[src/rtl/iob_sync_asym_fifo_w_big_if.sv]
// Bundle of write-port, read-port and status signals of the asymmetric FIFO.
// The producer/consumer side uses the master modport; the FIFO uses slave.
interface iob_sync_asym_fifo_w_big_if #(
    parameter int W_DATA_W = 32,
    parameter int R_DATA_W = 8,
    parameter int ADDR_W   = 4
);
    logic                w_en;
    logic [W_DATA_W-1:0] w_data;
    logic                w_full;
    logic                r_en;
    logic [R_DATA_W-1:0] r_data;
    logic                r_empty;
    logic [ADDR_W:0]     level;

    modport master (
        output w_en, w_data, r_en,
        input  w_full, r_data, r_empty, level
    );

    modport slave (
        input  w_en, w_data, r_en,
        output w_full, r_data, r_empty, level
    );
endinterface

[src/rtl/iob_sync_asym_fifo_w_big.sv]
// Single-clock asymmetric FIFO: one wide write word is stored as RATIO narrow
// read words (lowest slice first) and drained one narrow word per read.
// Occupancy is tracked in read words; full/empty come from the level, not from
// pointer comparison, so the whole array is usable.
// Constraints: W_DATA_W = RATIO*R_DATA_W, RATIO a power of two >= 2,
// ADDR_W > log2(RATIO).
module iob_sync_asym_fifo_w_big #(
    parameter int W_DATA_W = 32,
    parameter int R_DATA_W = 8,
    parameter int ADDR_W   = 4
) (
    input  logic                         clk,
    input  logic                         rst,
    iob_sync_asym_fifo_w_big_if.slave    bus
);
    localparam int RATIO   = W_DATA_W / R_DATA_W;
    localparam int RATIO_W = $clog2(RATIO);
    localparam int WPTR_W  = ADDR_W - RATIO_W;
    localparam int DEPTH   = 2 ** ADDR_W;

    localparam logic [ADDR_W:0] RATIO_LV     = RATIO[ADDR_W:0];
    localparam logic [ADDR_W:0] FULL_THR_LV  = DEPTH[ADDR_W:0] - RATIO_LV;
    localparam logic [ADDR_W:0] RATIO_M1_LV  = RATIO_LV - 1'b1;

    logic [R_DATA_W-1:0] ram [DEPTH];
    logic [WPTR_W-1:0]   w_ptr;
    logic [ADDR_W-1:0]   r_ptr;
    logic [ADDR_W:0]     level_q;
    logic [ADDR_W:0]     level_next;
    logic                w_full_q;
    logic                r_empty_q;
    logic [R_DATA_W-1:0] r_data_q;
    logic                w_acc;
    logic                r_acc;

    // Acceptance uses only the registered flags, so no input reaches an output
    // combinationally and a full FIFO never admits a write in a read cycle.
    assign w_acc = bus.w_en & ~w_full_q;
    assign r_acc = bus.r_en & ~r_empty_q;

    // Next occupancy from the accepted operations of this cycle.
    // NOTE: every always_comb output gets a default first so no path leaves it
    // unassigned, which would otherwise infer a latch.
    always_comb begin
        level_next = level_q;
        unique case ({w_acc, r_acc})
            2'b10:   level_next = level_q + RATIO_LV;
            2'b01:   level_next = level_q - 1'b1;
            2'b11:   level_next = level_q + RATIO_M1_LV;
            default: level_next = level_q;
        endcase
    end

    // Unpack an accepted write word into RATIO consecutive narrow slots.
    // NOTE: the storage array has no reset; contents are discarded logically by
    // clearing the pointers and level, which keeps the array a plain RAM.
    always_ff @(posedge clk) begin
        if (w_acc && !rst) begin
            for (int i = 0; i < RATIO; i++) begin
                ram[{w_ptr, i[RATIO_W-1:0]}] <= bus.w_data[i*R_DATA_W +: R_DATA_W];
            end
        end
    end

    // Pointers, level, registered flags and the read data register.
    // NOTE: state registers use non-blocking assignments so every register in
    // this block samples the pre-edge values, independent of statement order.
    always_ff @(posedge clk) begin
        if (rst) begin
            w_ptr     <= '0;
            r_ptr     <= '0;
            level_q   <= '0;
            w_full_q  <= 1'b0;
            r_empty_q <= 1'b1;
            r_data_q  <= '0;
        end else begin
            if (w_acc) begin
                w_ptr <= w_ptr + 1'b1;
            end
            if (r_acc) begin
                r_ptr    <= r_ptr + 1'b1;
                r_data_q <= ram[r_ptr];
            end
            level_q   <= level_next;
            r_empty_q <= (level_next == '0);
            w_full_q  <= (level_next > FULL_THR_LV);
        end
    end

    assign bus.w_full  = w_full_q;
    assign bus.r_empty = r_empty_q;
    assign bus.level   = level_q;
    assign bus.r_data  = r_data_q;

endmodule

[src/flat_wrapper.sv]
// flat-port wrapper written by rule: the top's interface ports become plain ports
module iob_sync_asym_fifo_w_big_flat 
#(
    parameter int W_DATA_W = 32,
    parameter int R_DATA_W = 8,
    parameter int ADDR_W   = 4
)
  (clk, rst, bus_w_en, bus_w_data, bus_r_en, bus_w_full, bus_r_data, bus_r_empty, bus_level);
  iob_sync_asym_fifo_w_big_if #(.W_DATA_W(W_DATA_W), .R_DATA_W(R_DATA_W), .ADDR_W(ADDR_W)) bus_i ();
  input  logic clk;
  input  logic rst;
  input wire logic [$bits(bus_i.w_en)-1:0] bus_w_en;
  input wire logic [$bits(bus_i.w_data)-1:0] bus_w_data;
  input wire logic [$bits(bus_i.r_en)-1:0] bus_r_en;
  output wire logic [$bits(bus_i.w_full)-1:0] bus_w_full;
  output wire logic [$bits(bus_i.r_data)-1:0] bus_r_data;
  output wire logic [$bits(bus_i.r_empty)-1:0] bus_r_empty;
  output wire logic [$bits(bus_i.level)-1:0] bus_level;
  assign bus_i.w_en = bus_w_en;
  assign bus_i.w_data = bus_w_data;
  assign bus_i.r_en = bus_r_en;
  assign bus_w_full = bus_i.w_full;
  assign bus_r_data = bus_i.r_data;
  assign bus_r_empty = bus_i.r_empty;
  assign bus_level = bus_i.level;
  iob_sync_asym_fifo_w_big #(.W_DATA_W(W_DATA_W), .R_DATA_W(R_DATA_W), .ADDR_W(ADDR_W)) u_core (.clk(clk), .rst(rst), .bus(bus_i));
endmodule
[config.mk]
export PLATFORM = sky130hd
export DESIGN_NAME = iob_sync_asym_fifo_w_big_flat
export DESIGN_NICKNAME = d
export VERILOG_FILES = /design/src/rtl/iob_sync_asym_fifo_w_big_if.sv /design/src/rtl/iob_sync_asym_fifo_w_big.sv /design/src/flat_wrapper.sv
export SDC_FILE = /design/constraint.sdc
export NUM_CORES = 1
export LEC_CHECK = 0
export BUFFER_PORTS_ARGS = -buffer_cell sky130_fd_sc_hd__buf_4
export CORE_ASPECT_RATIO = 0.75
export CORE_UTILIZATION = 59
export DETAILED_ROUTE_END_ITERATION = 16
export GPL_ROUTABILITY_DRIVEN = 0
export PLACE_DENSITY = 0.9
export SYNTH_ARGS = -nofsm -noshare
export SYNTH_HDL_FRONTEND = slang
export SYNTH_SLANG_ARGS = --single-unit
export TNS_END_PERCENT = 10
[constraint.sdc]
create_clock -name clk -period 2.3 [get_ports clk]
set_input_delay 0.115 -clock clk [delete_from_list [all_inputs] [get_ports clk]]
set_output_delay 0.115 -clock clk [all_outputs]
set_load 0.02 [all_outputs]
* Word-level counts from Yosys, hierarchy flattened
Memory sizes are Yosys's and may differ from the RTL's. A register that Yosys moved wholly into a read port is not among the register bits.
Index checks and enable logic that the tools add are counted.
** Storage, ports and cells
- Flip-flop bits (word level) :: 13
- RAM bits :: 128
- Input port bits :: 36
- Word-level logic and storage cells :: 25
- Memories kept :: 1
** Cells by class
- Add/subtract/negate cells :: 5
- $lt $le $gt $ge :: 1
- Equal/unequal tests :: 3
- Multiplexer cells :: 3
- Bitwise gates (word level) :: 4
- Reductions and logical operators :: 3
** Memories
- u_core.ram :: words 16, width 8, rd ports 1, clocked after memory_dff 1, wr ports 4, RTL line iob_sync_asym_fifo_w_big.sv:25 : logic [R_DATA_W-1:0] ram [DEPTH];
** Operator list (number)
- $pmux 5 s3 :: 1
- $add 5x2->5 const B :: 1
- $add 5x3->5 const B :: 1
- $gt 5x4->1 const B :: 1
- $logic_not 5->1 :: 1
- $sub 5x1->5 const B :: 1
- $add 4x1->4 const B :: 1
- $eq 2x2->1 const B :: 2
- $add 2x1->2 const B :: 1
- $and 1x1->1 :: 2
- $eq 2x1->1 const B :: 1
- $mux 1 :: 2
- $not 1->1 :: 2
- $logic_and 1x1->1 :: 1
- $logic_not 1->1 :: 1

* Longest topological paths before layout
Gate-level depths: netlist of the first run.
- Word-level depth :: 5
- Depth in mapped cells :: 9
- Depth with buffers taken out :: 8

* Worst setup path before layout of the first run
OpenSTA, ideal clock, no wires.
- Kind :: register to register
- Start point :: register u_core.r_empty_q (netlist: u_core.bus.r_empty)
- End point :: register u_core.w_full_q (netlist: u_core.bus.w_full)
- Library setup time :: 0.114 ns
- Data arrival time :: 1.914 ns
- Setup slack :: 0.272 ns
- Stages on the path, launching flop included :: 10
- Path buffers :: 1
- Period minus slack after synthesis :: 2.028 ns
- Path through :: dfxtp_1 > nor2b_1 > buf_2 > nand2_1 > ha_1 > nor2b_1 > o21ai_0 > a21o_1 > o21ai_1 > a21o_1
** On the way
- Cells in the longest elaborated chain, start to end :: 5
** Ends and longest elaborated chain
- from (decl) :: RTL line iob_sync_asym_fifo_w_big.sv:31 : logic r_empty_q;
- from (signal assigned) :: RTL line iob_sync_asym_fifo_w_big.sv:85 : r_empty_q <= (level_next == '0);
- $not 1->1 * :: RTL line iob_sync_asym_fifo_w_big.sv:39 : assign r_acc = bus.r_en & ~r_empty_q;
- $and 1x1->1 * :: RTL line iob_sync_asym_fifo_w_big.sv:39
- $eq 2x2->1 / $eq 2x1->1 (equally long branches) :: RTL line iob_sync_asym_fifo_w_big.sv:46 : unique case ({w_acc, r_acc})
- $pmux 5 s3 * :: RTL line iob_sync_asym_fifo_w_big.sv:46
- $gt 5x4->1 * :: RTL line iob_sync_asym_fifo_w_big.sv:86 : w_full_q <= (level_next > FULL_THR_LV);
- to (signal assigned) :: RTL line iob_sync_asym_fifo_w_big.sv:86
- to (decl) :: RTL line iob_sync_asym_fifo_w_big.sv:30 : logic w_full_q;
Every way passes the cells marked *; elsewhere a longest branch is shown, timed or not.
A chain may end at the register's enable or synchronous reset.

* Final worst setup path of the first run
- Start point :: register u_core.w_full_q (netlist: u_core.bus.w_full)
- End point :: register u_core.r_empty_q (netlist: u_core.bus.r_empty)
** On the way
- Cells in the longest elaborated chain, start to end :: 5
** Ends and longest elaborated chain
- $not 1->1 * :: RTL line iob_sync_asym_fifo_w_big.sv:38 : assign w_acc = bus.w_en & ~w_full_q;
- $and 1x1->1 * :: RTL line iob_sync_asym_fifo_w_big.sv:38
- $eq 2x2->1 / $eq 2x1->1 (equally long branches) :: RTL line iob_sync_asym_fifo_w_big.sv:46
- $pmux 5 s3 * :: RTL line iob_sync_asym_fifo_w_big.sv:46
- $logic_not 5->1 * :: RTL line iob_sync_asym_fifo_w_big.sv:85
Marks and branches as above.

==> reports/qor.csv, run 1 <==
metric,value,unit
outcome,"finished, final reports clean",
arrival,2.26,ns
crit_top_cell,nor2b_1,
grt_max_degree,33,
peakVddDrop,0.979,mV
gr-total-overflow,0,
crit_type,reg -> reg,
cts_root_buf,clkbuf_16,
setup_viol,0,
yosysUniqueCellTypes,38,
routed_via_density,5.88,
grt.total_usage,25.9,%
initial_utilization,60.7,%
cts_made_buffers,17,
worst_pin_slew,0.562,ns
rsz0062_at_grt,no,
cts_tree,built,
grt_pass1_wl,18300,µm
area_growth,26.4,%
synth_seq_area_share,73.0,%
multi_input_area,0.00147,mm²
io_pins,51,
endpoint_kind,flop,
mostFrequentLayoutCell,edfxtp_1,
cpLargestDelayFamily,compound AO/OA/AOI/OAI gates,
synth_nets,373,
holdCritPathClass,in -> reg,
htreeDepth,4,
cap_violations,0,
synthCells,328,
antenna_found_initial,0,
r2r_start,u_core.bus.w_full$_SDFF_PP0_,
clk_pin_slew,0.06,ns
drive_above_1_share,25.7,%
grt_pass1_vias,3550,
drt-pass1-iter-count,5,
antenna_cells,0,
min-delay-start,bus_w_en,
dp_hpwl,7250,µm
crit_slowest_cell,ha_1,
synthesis.area,0.00584,mm²
finalCritPeriodShare,85.8,%
first_iter_violations,273,
final_cell_mix,"edfxtp_1 (128), buf_4 (66), mux2i_1 (36)",
slew_headroom,62.2,%
worstPathRequired,2.58,ns
crit_fanout,3,
rows,31,
cts.repair.resized,0,
startpoint,u_core.bus.w_full$_SDFF_PP0_,
p_total,7.42,mW
power_density,1010,mW/mm²
drc,0,
nets,475,
finalHoldViolCount,0,
die_area,0.0103,mm²
seq_area,0.00427,mm²
period_minus_slack,1.97,ns
max_freq,0.507,GHz
clk_path_buf_depth,2,
cts.sinks,149,
cp_cell_sequence,nor2b_1 -> nand2_1 -> ha_1 -> nor2b_1 -> o21ai_0 -> a21o_1 -> o21ai_1 -> nor3_1,
n_fill_cell,537,
coreArea,0.00962,mm²
die_h,88.2,µm
ys_warn_count,0,
avgSynthCellArea,17.8,µm²
cpPeakStageDelay,0.34,ns
routed_wl,12100,µm
leakage,2.56,nW
die_w,117,µm
critPathLaunchType,flop,
whs,0.101,ns
worstSkewPairLatency,0.41,ns
synth_seq_cells,149,
fin_util,76.7,%
critPathBufInv,0,
fin_setup_tns,0,ns
port_buffers,50,
drtAntennaViolNets,0,
report.final.slew_viol_count,0,
via_count,3381,
wire_per_inst,21.1,µm
finalClockSkew,0.00817,ns
## area by class of cell
cell class | instances | share of cell area [%]
clock buffer | 19 | 5.86
clock inverter | 13 | 2.53
inverter | 5 | 0.254
multi-input combinational | 157 | 19.9
sequential | 149 | 57.8
tap | 132 | 2.24
timing repair buffer | 100 | 11.5
## kinds of logic after synthesis
group | share of synthesized area [%]
AND/OR/NAND/NOR | 3.45
XOR/XNOR | 1.05
buffers and inverters | 1.84
adder cells (fa/ha/maj) | 1.93
multiplexers | 13.5
flip-flops | 73.0
AO/OA/AOI/OAI | 5.21
## path summary, 6_finish.rpt
check | cells past startpoint | to | slack (ns)
worst max-delay path | 8 | u_core.bus.r_empty$_SDFF_PP1_ | 0.33
worst max register to register | 8 | u_core.bus.r_empty$_SDFF_PP1_ | 0.33
worst min register to register | 2 | u_core.bus.r_data[6]$_SDFFE_PP0P_ | 0.52
worst min-delay path | 4 | u_core.w_ptr[1]$_SDFFE_PP0N_ | 0.10
## sequential cells by signal, summed over array words and instances, names as in the netlist
| name | cells |
|---|---|
| u_core.bus.r_empty | 1 |
| u_core.ram | 128 |
| u_core.bus.level | 5 |
| u_core.bus.w_full | 1 |
| u_core.w_ptr | 2 |
| u_core.bus.r_data | 8 |
| u_core.r_ptr | 4 |
## what timing repair did
| item | in CTS | in global routing |
|---|---|---|
| setup buffers | 0 | 0 |
| hold buffers | 33 | 0 |
| hold endpoints to repair | 137 | 0 |
| setup endpoints to repair | 0 | 0 |
## per-stage QoR
step / instances / setup WS, ns / area [µm²]
floorplan: 328 / 0.272 / 5840
global placement: 510 / 0.567 / 6430
detailed placement: 510 / 0.429 / 6430
CTS: 575 / 0.414 / 7380
global route: 575 / 0.194 / 7380
finish: 575 / 0.326 / 7380
## routing by layer
metal / GRT usage (%) / vias up / part of all wire, %
met5: 0 / - / 0
met4: 9.44 / 0 / 1.3
met3: 8.44 / 18 / 7.7
met2: 44.0 / 183 / 52
met1: 31.3 / 1675 / 39
li1: - / 1505 / -
## cells in the mapped netlist
library cell	count	share of area [%]
mux2_2	1	0.19
o21a_1	1	0.13
a32oi_1	7	1.0
a21o_1	2	0.26
nor2_1	10	0.64
o211ai_1	1	0.13
inv_1	5	0.32
mux2i_1	36	6.2
nor3_1	2	0.17
buf_2	7	0.60
xnor2_1	4	0.60
o21ai_1	11	0.94
a21oi_1	5	0.43
nand4_1	1	0.11
nor2b_1	6	0.64
buf_1	1	0.064
edfxtp_1	128	66
nor3b_1	1	0.13
and2_1	1	0.11
a22oi_1	15	1.9
or3_1	1	0.11
mux4_2	18	6.9
mux2_1	1	0.19
a211oi_1	1	0.13
and3_1	5	0.54
nor4_1	1	0.11
buf_4	2	0.26
clkbuf_1	5	0.32
buf_6	1	0.19
nand2b_1	2	0.21
xor2_1	3	0.45
o21ai_0	1	0.086
dfxtp_1	21	7.2
o31ai_1	1	0.13
nand2_1	8	0.51
clkbuf_2	1	0.086
nand3_1	2	0.17
ha_1	9	1.9
## power by group
part	switching, mW	internal, mW	total (mW)
logic	0.685	0.550	1.24
clock network	1.00	1.90	2.91
registers	0.128	3.15	3.28
total	1.82	5.61	7.42
## worst reg2reg max path: stages, from the launching register on
cell,delay [ns]
dfxtp_1,0.32
nor2b_1,0.16
nand2_1,0.10
ha_1,0.34
nor2b_1,0.23
o21ai_0,0.19
a21o_1,0.20
o21ai_1,0.24
nor3_1,0.08
No activity file was read; power rests on OpenSTA's default activity.
==> inputs of run 2 (changes only) <==
- CORE_ASPECT_RATIO: 0.75 -> unset
==> run 2 against run 1 <==
Effect of this change: core utilization is 0.53 points higher; clock-buffer cell count is 1 lower; combinational power is 3% lower; largest power group unchanged.
==> reports/qor.csv, run 2 (synthesis results as in run 1) <==
metric,value,unit,change
finalCritPeriodShare,88.4,%,+2.5 points
max_freq,0.492,GHz,-2.9%
cts.sinks,149,,unchanged
cts_tree,built,,
period_minus_slack,2.03,ns,+0.0583 ns
instances_no_fill,569,,-1.0%
seq_area,0.00427,mm²,unchanged
multi_input_area,0.00147,mm²,unchanged
cts_setup_buffers,0,,unchanged
holdCritPathClass,in -> reg,,
swShare,28.1,%,+3.6 points
clk_path_buf_depth,2,,unchanged
drive_above_1_share,25.9,%,+0.18 points
first_iter_violations,306,,+12%
cts_root_buf,clkbuf_8,,
worstSkewPairLatency,0.53,ns,+0.12 ns
crit_slowest_cell,nor2_1,,
reg2reg_slack,0.27,ns,-0.06 ns
power.internal,5.03,mW,-10%
cts_made_buffers,17,,unchanged
grt.total_usage,27.9,%,+2.1 points
crit_fanout,21,,+18
rows,35,,+13%
finalHoldViolCount,0,,unchanged
port_buffers,50,,unchanged
placed_cell_area,0.00640,mm²,-0.53%
peakVddDrop,0.770,mV,-21%
clk_pin_slew,0.07,ns,about the same
setup_viol,0,,unchanged
cap_violations,0,,unchanged
wire_per_inst,22.8,µm,+8.1%
drc,0,,unchanged
critPathLaunchType,flop,,
dp_hpwl,7140,µm,-1.4%
largest_reg_flops,128,,unchanged
power_density,962,mW/mm²,-4.3%
stdcell_area,0.00728,mm²,-1.4%
placedCellCount,503,,-1.4%
whs,0.0346,ns,-0.0666 ns
htreeDepth,4,,unchanged
rsz0062_at_grt,no,,
arrival,2.43,ns,+0.17 ns
initial_utilization,62.0,%,+1.3 points
pwr-share-clk,35.8,%,-3.3 points
die_w,101,µm,-13%
routed_wl,13000,µm,+7.0%
gr-total-overflow,0,,unchanged
cpPeakStageDelay,0.62,ns,+0.28 ns
grt_pass1_wl,19700,µm,+8.0%
critPathBufInv,1,,+1
mostFrequentLayoutCell,edfxtp_1,,
drt-pass1-iter-count,4,,-1
fin_setup_tns,0,ns,unchanged
cp_cell_sequence,buf_4 -> nor2_1 -> a22oi_1 -> a32oi_1 -> o21ai_1,,
n_fill_cell,502,,-6.5%
grt_pass1_vias,3622,,+2.0%
finalClockSkew,0.00642,ns,-0.00174 ns
routed_via_density,5.99,,+2.0%
p_total,7.00,mW,-5.7%
worstPathRequired,2.70,ns,+0.12 ns
outcome,"finished, final reports clean",,
coreArea,0.00942,mm²,-2.1%
cpLargestDelayFamily,compound AO/OA/AOI/OAI gates,,
drtAntennaViolNets,0,,unchanged
endpoint_kind,flop,,
antenna_cells,0,,unchanged
report.final.slew_viol_count,0,,unchanged
cts.repair.resized,0,,unchanged
die_h,101,µm,+15%
switching_power,1.97,mW,+8.2%
crit_type,reg -> reg,,
io_pins,51,,unchanged
area_growth,24.6,%,
final_cell_mix,"edfxtp_1 (128), buf_4 (62), mux2i_1 (36)",,
grt_max_degree,33,,unchanged
die_area,0.0103,mm²,about the same
antenna_found_initial,0,,unchanged
leakage,2.48,nW,-3.0%
via_count,3411,,+0.89%
worst_pin_slew,0.889,ns,+0.328 ns
slew_headroom,40.5,%,-22 points
combPwrFrac,17.2,%,+0.6 points
nets,472,,-0.63%
power_frac_seq,47.1,%,+2.9 points
## run 2: cell count changes in the layout (fill, tap and decap cells not counted), sizes merged
cell         before  now
clkinv            8    3
dlygate4sd3      33   34
clkbuf           19   18
inv               5   11
buf              67   63
clkinvlp          0    5
bufinv            5    0
## run 2: worst paths after layout
| kind | from | cells after the start | endpoint |
|---|---|---|---|
| max | u_core.r_ptr[1]$_SDFFE_PP0P_ | 5 | u_core.bus.r_data[2]$_SDFFE_PP0P_ |
| min | bus_r_en | 4 | u_core.bus.level[0]$_SDFF_PP0_ |
| max reg2reg | u_core.r_ptr[1]$_SDFFE_PP0P_ | 5 | u_core.bus.r_data[2]$_SDFFE_PP0P_ |
| min reg2reg | u_core.bus.r_data[6]$_SDFFE_PP0P_ | 2 | u_core.bus.r_data[6]$_SDFFE_PP0P_ |
## run 2: final cells by class
class	instances	area share (%)
Sequential cell	149	58.6
Multi-Input combinational cell	157	20.2
Timing Repair Buffer	97	11.3
Clock buffer	18	5.74
Tap cell	129	2.22
Clock inverter	14	1.63
Inverter	5	0.258
## run 2: power by group through the flow
stage	Sequential (mW)	Clock, mW	Combinational (mW)
after detailed placement	3.34	0	1.12
after CTS	3.29	2.52	1.19
after global placement	3.33	0	1.06
final	3.30	2.50	1.20
after global routing	3.31	2.64	1.29
after floorplan	3.39	0	0.640
## run 2: stage by stage
step,setup slack [ns],util [%]
after floorplan,0.272,-
after global placement,0.526,68.0
after detailed placement,0.357,68.0
after CTS,0.247,77.3
after global routing,0.176,77.3
final,0.268,77.3
## run 2: repair_timing
action | in CTS | in global routing
hold endpoints to repair | 139 | 0
hold buffers | 34 | 0
endpoints found under the setup margin | 0 | 0
## run 2: layer usage
layer,global-route usage [%],part of all wire [%]
met5,0,0
met4,15.2,3.1
met3,6.49,8.0
met2,47.3,52
met1,33.5,37
## run 2: worst register-to-register path: cells and delay by family, from the launching register on
kind / cells / cell delay (ns)
AND/OR/NAND/NOR: 1 / 0.63
AO/OA/AOI/OAI: 3 / 0.65
flip-flops: 1 / 0.36
buffers and inverters: 1 / 0.27
